--- config.mk ---
export PLATFORM = sky130hd
export DESIGN_NAME = cpu_decode
export DESIGN_NICKNAME = d
export VERILOG_FILES = /design/src/rtl/cpu_decode.sv
export SDC_FILE = /design/constraint.sdc
export NUM_CORES = 1
export LEC_CHECK = 0
export ABC_AREA = 1
export CORE_ASPECT_RATIO = 1.75
export CORE_MARGIN = 5
export CORE_UTILIZATION = 45
export DETAILED_ROUTE_END_ITERATION = 7
export HOLD_SLACK_MARGIN = 0.02
export PLACE_DENSITY = 0.86
export SLEW_MARGIN = 30
export SYNTH_ARGS = -nofsm -noshare
export SYNTH_HDL_FRONTEND = slang
export SYNTH_SLANG_ARGS = --single-unit
--- constraint.sdc ---
create_clock -name clk_i -period 3.19 [get_ports clk_i]
set_input_delay 0.4785 -clock clk_i [delete_from_list [all_inputs] [get_ports clk_i]]
set_output_delay 0.4785 -clock clk_i [all_outputs]
set_load 0.1 [all_outputs]
--- src/rtl/cpu_decode.sv ---
// mox125 decode stage: splits fetch words into form, register fields, immediate and
// class flags, registers them for execute, and inserts one bubble on load-use hazards.
module cpu_decode #(
  parameter bit ENABLE_HAZARD = 1'b1
) (
  input  logic        clk_i,
  input  logic        rst_i,
  input  logic [15:0] opcode_i,
  input  logic [31:0] operand_i,
  input  logic        valid_i,
  input  logic [31:0] PC_i,
  input  logic        stall_i,
  input  logic        flush_i,
  output logic        stall_o,
  output logic [3:0]  rf_ra_o,
  output logic [3:0]  rf_rb_o,
  output logic        valid_o,
  output logic [31:0] PC_o,
  output logic [15:0] opcode_o,
  output logic [1:0]  form_o,
  output logic [3:0]  regA_o,
  output logic [3:0]  regB_o,
  output logic [31:0] imm_o,
  output logic        long_o,
  output logic        load_o,
  output logic        illegal_o
);

  typedef enum logic [1:0] {
    FORM1 = 2'd0,
    FORM2 = 2'd2,
    FORM3 = 2'd3
  } form_e;

  form_e       form;
  logic [7:0]  op;
  logic [3:0]  ra;
  logic [3:0]  rb;
  logic        is_long;
  logic        is_load;
  logic        is_illegal;
  logic [31:0] imm;
  logic        hazard;

  logic        valid_d,   valid_q;
  logic [31:0] pc_d,      pc_q;
  logic [15:0] opcode_d,  opcode_q;
  logic [1:0]  form_d,    form_q;
  logic [3:0]  rega_d,    rega_q;
  logic [3:0]  regb_d,    regb_q;
  logic [31:0] imm_d,     imm_q;
  logic        long_d,    long_q;
  logic        load_d,    load_q;
  logic        illegal_d, illegal_q;
  logic        ld_v_d,    ld_v_q;
  logic [3:0]  ld_reg_d,  ld_reg_q;

  // Field extraction and classification of the word currently offered by fetch.
  always_comb begin
    if (!opcode_i[15])      form = FORM1;
    else if (!opcode_i[14]) form = FORM2;
    else                    form = FORM3;

    op = opcode_i[15:8];
    ra = (form == FORM2) ? opcode_i[11:8] : opcode_i[7:4];
    rb = opcode_i[3:0];

    is_long = 1'b0;
    is_load = 1'b0;
    if (form == FORM1) begin
      case (op)
        8'h01, 8'h03, 8'h08, 8'h09, 8'h0C, 8'h0D, 8'h1A, 8'h1B, 8'h1D,
        8'h1F, 8'h20, 8'h22, 8'h24, 8'h36, 8'h37, 8'h38, 8'h39: is_long = 1'b1;
        default: is_long = 1'b0;
      endcase
      case (op)
        8'h08, 8'h0A, 8'h0C, 8'h1C, 8'h1D, 8'h21, 8'h22, 8'h36, 8'h38: is_load = 1'b1;
        default: is_load = 1'b0;
      endcase
    end
    is_illegal = (form == FORM1) && ((op == 8'h00) || (op > 8'h3F));

    if (is_long)             imm = operand_i;
    else if (form == FORM2)  imm = {24'h0, opcode_i[7:0]};
    else if (form == FORM3)  imm = {{21{opcode_i[9]}}, opcode_i[9:0], 1'b0};
    else                     imm = 32'h0;

    // Conservative read set: form1 reads rA and rB, form2 reads rA, form3 reads nothing.
    hazard = 1'b0;
    if (ENABLE_HAZARD && valid_i && ld_v_q) begin
      if (form == FORM1)      hazard = (ra == ld_reg_q) || (rb == ld_reg_q);
      else if (form == FORM2) hazard = (ra == ld_reg_q);
      else                    hazard = 1'b0;
    end
  end

  assign stall_o = !flush_i && (stall_i || hazard);
  assign rf_ra_o = ra;
  assign rf_rb_o = rb;

  // NOTE: every _d starts as its _q so each branch below only lists what changes;
  // with that default no path leaves a variable unassigned and no latch is inferred.
  always_comb begin
    valid_d   = valid_q;
    pc_d      = pc_q;
    opcode_d  = opcode_q;
    form_d    = form_q;
    rega_d    = rega_q;
    regb_d    = regb_q;
    imm_d     = imm_q;
    long_d    = long_q;
    load_d    = load_q;
    illegal_d = illegal_q;
    ld_v_d    = ld_v_q;
    ld_reg_d  = ld_reg_q;

    if (flush_i) begin
      valid_d = 1'b0;
      ld_v_d  = 1'b0;
    end else if (stall_i) begin
      // execute is full: everything holds
    end else if (hazard) begin
      valid_d = 1'b0;
      ld_v_d  = 1'b0;
    end else begin
      valid_d   = valid_i;
      pc_d      = PC_i;
      opcode_d  = opcode_i;
      form_d    = form;
      rega_d    = ra;
      regb_d    = rb;
      imm_d     = imm;
      long_d    = is_long;
      load_d    = is_load;
      illegal_d = is_illegal;
      ld_v_d    = valid_i && is_load;
      ld_reg_d  = ra;
    end
  end

  // NOTE: non-blocking assignments keep every flop sampling pre-edge values, so the
  // order of these statements cannot create a simulation/synthesis mismatch.
  always_ff @(posedge clk_i) begin
    if (rst_i) begin
      valid_q   <= 1'b0;
      pc_q      <= 32'h0;
      opcode_q  <= 16'h0;
      form_q    <= 2'd0;
      rega_q    <= 4'h0;
      regb_q    <= 4'h0;
      imm_q     <= 32'h0;
      long_q    <= 1'b0;
      load_q    <= 1'b0;
      illegal_q <= 1'b0;
      ld_v_q    <= 1'b0;
      ld_reg_q  <= 4'h0;
    end else begin
      valid_q   <= valid_d;
      pc_q      <= pc_d;
      opcode_q  <= opcode_d;
      form_q    <= form_d;
      rega_q    <= rega_d;
      regb_q    <= regb_d;
      imm_q     <= imm_d;
      long_q    <= long_d;
      load_q    <= load_d;
      illegal_q <= illegal_d;
      ld_v_q    <= ld_v_d;
      ld_reg_q  <= ld_reg_d;
    end
  end

  assign valid_o   = valid_q;
  assign PC_o      = pc_q;
  assign opcode_o  = opcode_q;
  assign form_o    = form_q;
  assign regA_o    = rega_q;
  assign regB_o    = regb_q;
  assign imm_o     = imm_q;
  assign long_o    = long_q;
  assign load_o    = load_q;
  assign illegal_o = illegal_q;

endmodule

==> summary.md <==
| Metric | Value |
|---|---|
| Status | completed |
| Syn Area/Cell | 5.97 um^2 |
| Largest net degree at the start of global routing | 67 |
| Syn nets | 849 |
| Total GRT Usage | between 20% and 30% |
| Final WL | around 14000 um |
| Placement Cell Area | ~6400 um^2 |
| Buffers on Ports | about 190 |
| Maxcap violations | 0 |
| DP HPWL | about 10000 um |
| Ports | approximately 190 |
| Clock Latency Late Sink | 0.34 ns |
| Relative slew slack | 34.2% |
| Setup violators final | 0 |
| Post-cts gate resize count | 0 |
| Final instance area | about 6700 um^2 |
| Crit path capture type | primary output |
| Die area | 12300 um^2 |
| Yosys Warn Count | 0 |
| Highest clock rate | around 350 MHz |
| # clock sinks | 90 |
| Minimum clock period | between 2 and 3 ns |
| Initial DRT Pass Iterations | 4 |
| Top cells by area, synth | dfxtp_1 (39%), nand2_1 (21%), nor2_1 (14%) |
| Worst Hold Class | flop to flop |
| CP arrival | between 2 and 2.5 ns |
| Top cells by count, synth | nand2_1 (251), nor2_1 (176), inv_1 (106) |
| Routed Antenna Nets | 0 |
| Final setup TNS | 0 ns |
| Clock-pin slew on the worst setup and hold paths | about 0.060 ns |
| Final worst-path setup slack | ~0.31 ns |
| FILL cells | between 800 and 900 |
| Syn Std Cell Area | between 4000 and 5000 um^2 |
| Grt ovf | 0 |
| Area growth syn-to-layout | 47.0% |
| DR WL/cell | roughly 13 um |
| Number of remaining DRC errors | 0 |
| CP max FO | 9 |
| Gate Count Post-Synth | 764 |
| Pre-CTS setup slack | around 0.25 ns |
| Worst setup SP type | primary input |
| Synth area leader | dfxtp_1 |
| PnR Total Power | roughly 3.6 mW |
| RSZ-0062 raised after global routing | false |
| Req. time, crit path | 2.71 ns |
| Yosys top cell area share | just under 40% |
| H-tree levels | 3 |
| RD Place Congestion | between 0.9 and 1 |
| First-pass GRT wire length | 22000 um |
| Die Y | roughly 140 um |
| Final Hold Fails | 0 |
| Postcts setup bufs | 0 |
| CP Class | primary input to primary output |
| VDD IR-drop max | around 0.32 mV |
| Vias per inst | approximately 4.7 |
| # diodes | 0 |
| Lkg Pwr | between 3 and 4 nW |
| Row Count | 48 |
| Vias | roughly 5000 |
| Post-layout nets | just over 1000 |
| Clk_skew | ~0.0058 ns |
| Number of global-route vias before repair | approximately 4800 |
| Worst Tran Pin Value | between 0.9 and 1 ns |
| Async set or reset register ratio after synthesis | 0% |
| Top FF cell, synth | dfxtp_1 |
| WHS | about 0.46 ns |
| Core Region | 9910 um^2 |
| Pwr per Cell Area | 531 nW/um^2 |
| EDFF count, synth | 0 |
| Clock tree buffer depth | 2 |
| Most instantiated library cell after synthesis | nand2_1 |
| Initial antenna violation count | 0 |
| CTS Buf Count | 9 |
| Number of synthesized register bits | 90 |
| Clk Tree Root Cell | clkbuf_16 |
| Share of cells above drive strength 1 | between 10% and 20% |
| Tcrit/Tclk final | around nine tenths |
| Sequential-to-total area share from yosys stat | between 30% and 40% |
| Post-synthesis cell type count | 24 |
| Slew Limit Fails | 0 |
| CTS tree | done |
| Initial Util | between 40% and 50% |
| Iteration-0 DRC Markers | 246 |
| Die Width | 86.1 um |
| Cts hold-fix bufs | 0 |
## cells in the final DEF, fill, tap and decap left out, types with 3 or more instances in the layout
| master | Yosys | layout |
|---|---|---|
| inv_1 | 106 | 106 |
| nor3_1 | 3 | 3 |
| nand4_1 | 5 | 5 |
| dfxtp_1 | 90 | 90 |
| nor2_1 | 176 | 175 |
| buf_12 | 0 | 8 |
| clkbuf_16 | 0 | 9 |
| a21oi_1 | 8 | 7 |
| clkinv_4 | 0 | 3 |
| nand3_1 | 55 | 55 |
| buf_4 | 10 | 68 |
| clkdlybuf4s50_1 | 0 | 125 |
| o21ai_0 | 7 | 7 |
| nand2_1 | 251 | 251 |
| inv_2 | 3 | 3 |
## worst paths after layout
check                                end  cells after the start  slack (ns)                     start
hold reg to reg      ld_v_q$_SDFFE_PP0N_                      2        0.46       ld_v_q$_SDFFE_PP0N_
hold / removal       ld_v_q$_SDFFE_PP0N_                      2        0.46       ld_v_q$_SDFFE_PP0N_
setup / recovery                 stall_o                     13        0.31              opcode_i[14]
setup reg to reg  imm_o[18]$_SDFFE_PP0P_                     11        1.28  ld_reg_q[3]$_SDFFE_PP0P_
## metrics by stage
step                utilization [%]  cells
global placement               64.6   1043
detailed placement             64.6   1043
global route                   67.7   1059
CTS                            67.7   1059
finish                         67.7   1059
floorplan                         -    764
## routing by layer
metal	vias up	share of wire, %	track usage [%]	wire length (um)
li1	2576	-	-	-
met1	2153	37	22.5	5140
met2	167	53	42.0	7390
met3	37	6.7	5.66	938
met4	0	3.5	11.0	485
met5	-	0	0	0
## cell families (layout without fill, tap and decap cells)
logic type,Yosys count,after routing,synth area share (%)
simple gates,495,495,43.3
buf+inv,158,328,14.7
flops,90,90,39.5
compound gates,20,20,2.30
xor+xnor,1,1,0.192
## power by group
group          internal, mW  switching (mW)  leakage, nW  total, mW
clock                 0.613           0.468        0.146       1.08
sequential             1.20          0.0412        0.742       1.24
combinational         0.330           0.910         2.66       1.24
total                  2.14            1.42         3.54       3.56
## area by class of cell
cell class	instances	area [um^2]	share of cell area [%]
Inverter	111	417	6.21
Clock inverter	7	77.6	1.16
Tap cell	125	156	2.33
Multi-Input combinational cell	516	2110	31.4
Clock buffer	9	225	3.36
Sequential cell	90	1800	26.9
Timing Repair Buffer	201	1920	28.7
## sequential cells by signal, summed over array words and instances (netlist names)
name	cells
valid_o	1
PC_o	32
ld_reg_q	4
imm_o	32
long_o	1
ld_v_q	1
illegal_o	1
opcode_o	16
load_o	1
form_o	1
## worst max-delay path: stages
cell and delay, ns:
clkdlybuf4s50_1 0.54, inv_2 0.18, nand2_2 0.11, nand2_1 0.11, nand2_1 0.14, nand2_1 0.09
nand2_1 0.05, nor2_1 0.09, nand2_1 0.06, nand2_1 0.09, nand2_4 0.11, a21oi_4 0.17
buf_12 0.19
Power figures use the tool's default switching activity.
==> RTL edit, RTL diff (same flow settings) <==
The parameter `ENABLE_HAZARD` goes from 1'b1 to 1'b0.
--- a/src/rtl/cpu_decode.sv
+++ b/src/rtl/cpu_decode.sv
@@ -3,3 +3,3 @@
 module cpu_decode #(
-  parameter bit ENABLE_HAZARD = 1'b1
+  parameter bit ENABLE_HAZARD = 1'b0
 ) (
Check against the original RTL: not equivalent (Yosys sat finds a counterexample within 4 cycles, from zero or initial values and one cycle with rst_i high).
==> RTL edit against the unedited design <==
- routed wire length decreased by 10%
- setup slack improved by 0.28 ns
- core utilization increased by 1.6 points
- sequential power decreased by 3%
- final area decreased by 10%
- total power decreased by 9.0%
- sequential cell count decreased by 1
- synthesized area decreased by 13%
- critical endpoint is now rf_ra_o[2]
- largest cell class is now non-clock buffers
- highest routed layer unchanged
==> RTL edit: results (changes against the unedited design) <==
* WL met3: 919 microns (-2.0%)
- Result of the run: complete, no violations
* Fraction of final layout cells with drive strength greater than 1: 20.8% (+9.9 points)
- Synthesized Nets: 587 (-31%)
* R2R Path Start: imm_o[1]
- The worst hold path terminates at load_o.
- Overall track demand over capacity in global routing: 22.9% (+0.48 points)
- The commonest cells after synthesis are 94 x sky130_fd_sc_hd__nor2_1, 89 x sky130_fd_sc_hd__dfxtp_1, 63 x sky130_fd_sc_hd__o21ai_0.
- Reg2Reg Setup Slack: 2.44 ns (+1.16 ns)
* Via count of the first global-routing pass: 4095 (-14%)
- Post-Route M1 WL: 4550 microns (-11%)
* Combinational share of power: 30.5% (-4.3 points)
- The number of distinct standard cells referenced by the synthesized netlist is 33 (+38%).
- Placer Congestion: 0.854 (-6.6%)
- In this run the critical register-to-register path is captured at imm_o[1].
- Drt wl/cell: 15.9 microns (+20%)
- The layout filler cell count was 731 (-17%).
* Worst Hold Launch: load_o
- The number of vias in the routed layout came to 3993 (-19%).
- The worst path setup slack after routing was 0.588 ns (+0.276 ns).
- Detailed-routing iteration count for the pre-antenna-repair pass: 5 (+1)
- Cell types with the largest area share after synthesis: sky130_fd_sc_hd__dfxtp_1 45%, sky130_fd_sc_hd__nor2_1 8.8%, sky130_fd_sc_hd__o21ai_0 7.9%
- Total leakage power: 2.68 nW (-24%)
* Data arrival time of the critical path: 2.12 ns (-0.28 ns)
- Maximum resistive drop on vdd: 394 uV (+23%)
- Detailed placement HPWL: 9490 microns (-9.3%)
* Post-CTS setup repair buffer count: 0 (unchanged)
- Maximum number of pins on one net before global-route repair: 42 (-37%)
- The number of DRC violations after detailed-routing iteration 0 came to 220 (-11%).
- Highest fanout seen on the critical path: 15 (+6)
- The worst reg-to-reg path cell count was 2 (-9).
- CTS Buf Count: 9 (unchanged)
* Number of antenna violations at the first check in global routing: 0 (unchanged)
* Global-route wire length before repair: 19500 microns (-11%)
* Stage delay of the slowest cell on the critical path: 0.51 ns (-0.03 ns)
- For this design, the slowest cell found on the critical path is sky130_fd_sc_hd__o21ai_0.
* Register area share after synthesis: 44.6% (+5.2 points)
* Post-Place Worst Slack: 0.622 ns (+0.376 ns)
- Max-slew headroom: 32.1% (-2.1 points)
- The amount of wire on met2 after detailed routing was 6670 microns (-9.8%).
- Sw Ratio: 36.7% (-3.2 points)
[RTL edit: logic make-up after synthesis]
logic type	after synthesis	share of synthesized area (%)
buf+inv	75	10.2
simple gates	199	25.4
flops	89	44.6
compound gates	139	19.8
[RTL edit: layout make-up]
class | instances | area share, %
tap | 117 | 2.44
inverter | 35 | 2.23
multi-input combinational | 338 | 30.1
timing repair buffer | 195 | 30.6
clock buffer | 10 | 3.98
clock inverter | 6 | 0.958
sequential | 89 | 29.7
[RTL edit: power by group through the flow]
stage	combinational (W)	sequential (W)	clock, W
2_1_floorplan	0.000272	0.00165	0
3_3_place_gp	0.000977	0.00122	0
3_5_place_dp	0.000988	0.00123	0
4_1_cts	0.000992	0.00120	0.00106
5_1_grt	0.00103	0.00121	0.00111
6_report	0.000989	0.00120	0.00105
[RTL edit: worst max-delay path by stage]
stage	endpoint	cells past startpoint	slack, ns
floorplan	rf_ra_o[0]	4	-0.32
global placement	rf_ra_o[3]	5	0.71
detailed placement	imm_o[17]	11	0.62
CTS	rf_ra_o[2]	5	0.61
global route	rf_ra_o[1]	5	0.47
finish	rf_ra_o[2]	5	0.59
[RTL edit: per-stage QoR]
stage	hold WS, ns	cell area [sq um]	cells
final	0.474	6010	790
after global placement	0.456	5710	774
after floorplan	0.557	3990	502
after detailed placement	0.466	5710	774
after global routing	0.496	6010	790
after CTS	0.475	6010	790
[RTL edit: per-layer routing]
| metal | GRT usage [%] | vias to the layer above |
|---|---|---|
| met5 | 0 | - |
| li1 | - | 1956 |
| met1 | 23.5 | 1826 |
| met3 | 6.48 | 37 |
| met4 | 10.7 | 0 |
| met2 | 41.6 | 174 |
[RTL edit: critical path, delay by kind of cell]
family          cells  cell delay [ns]
buf+inv             3             0.83
compound gates      1             0.51
simple gates        1             0.30
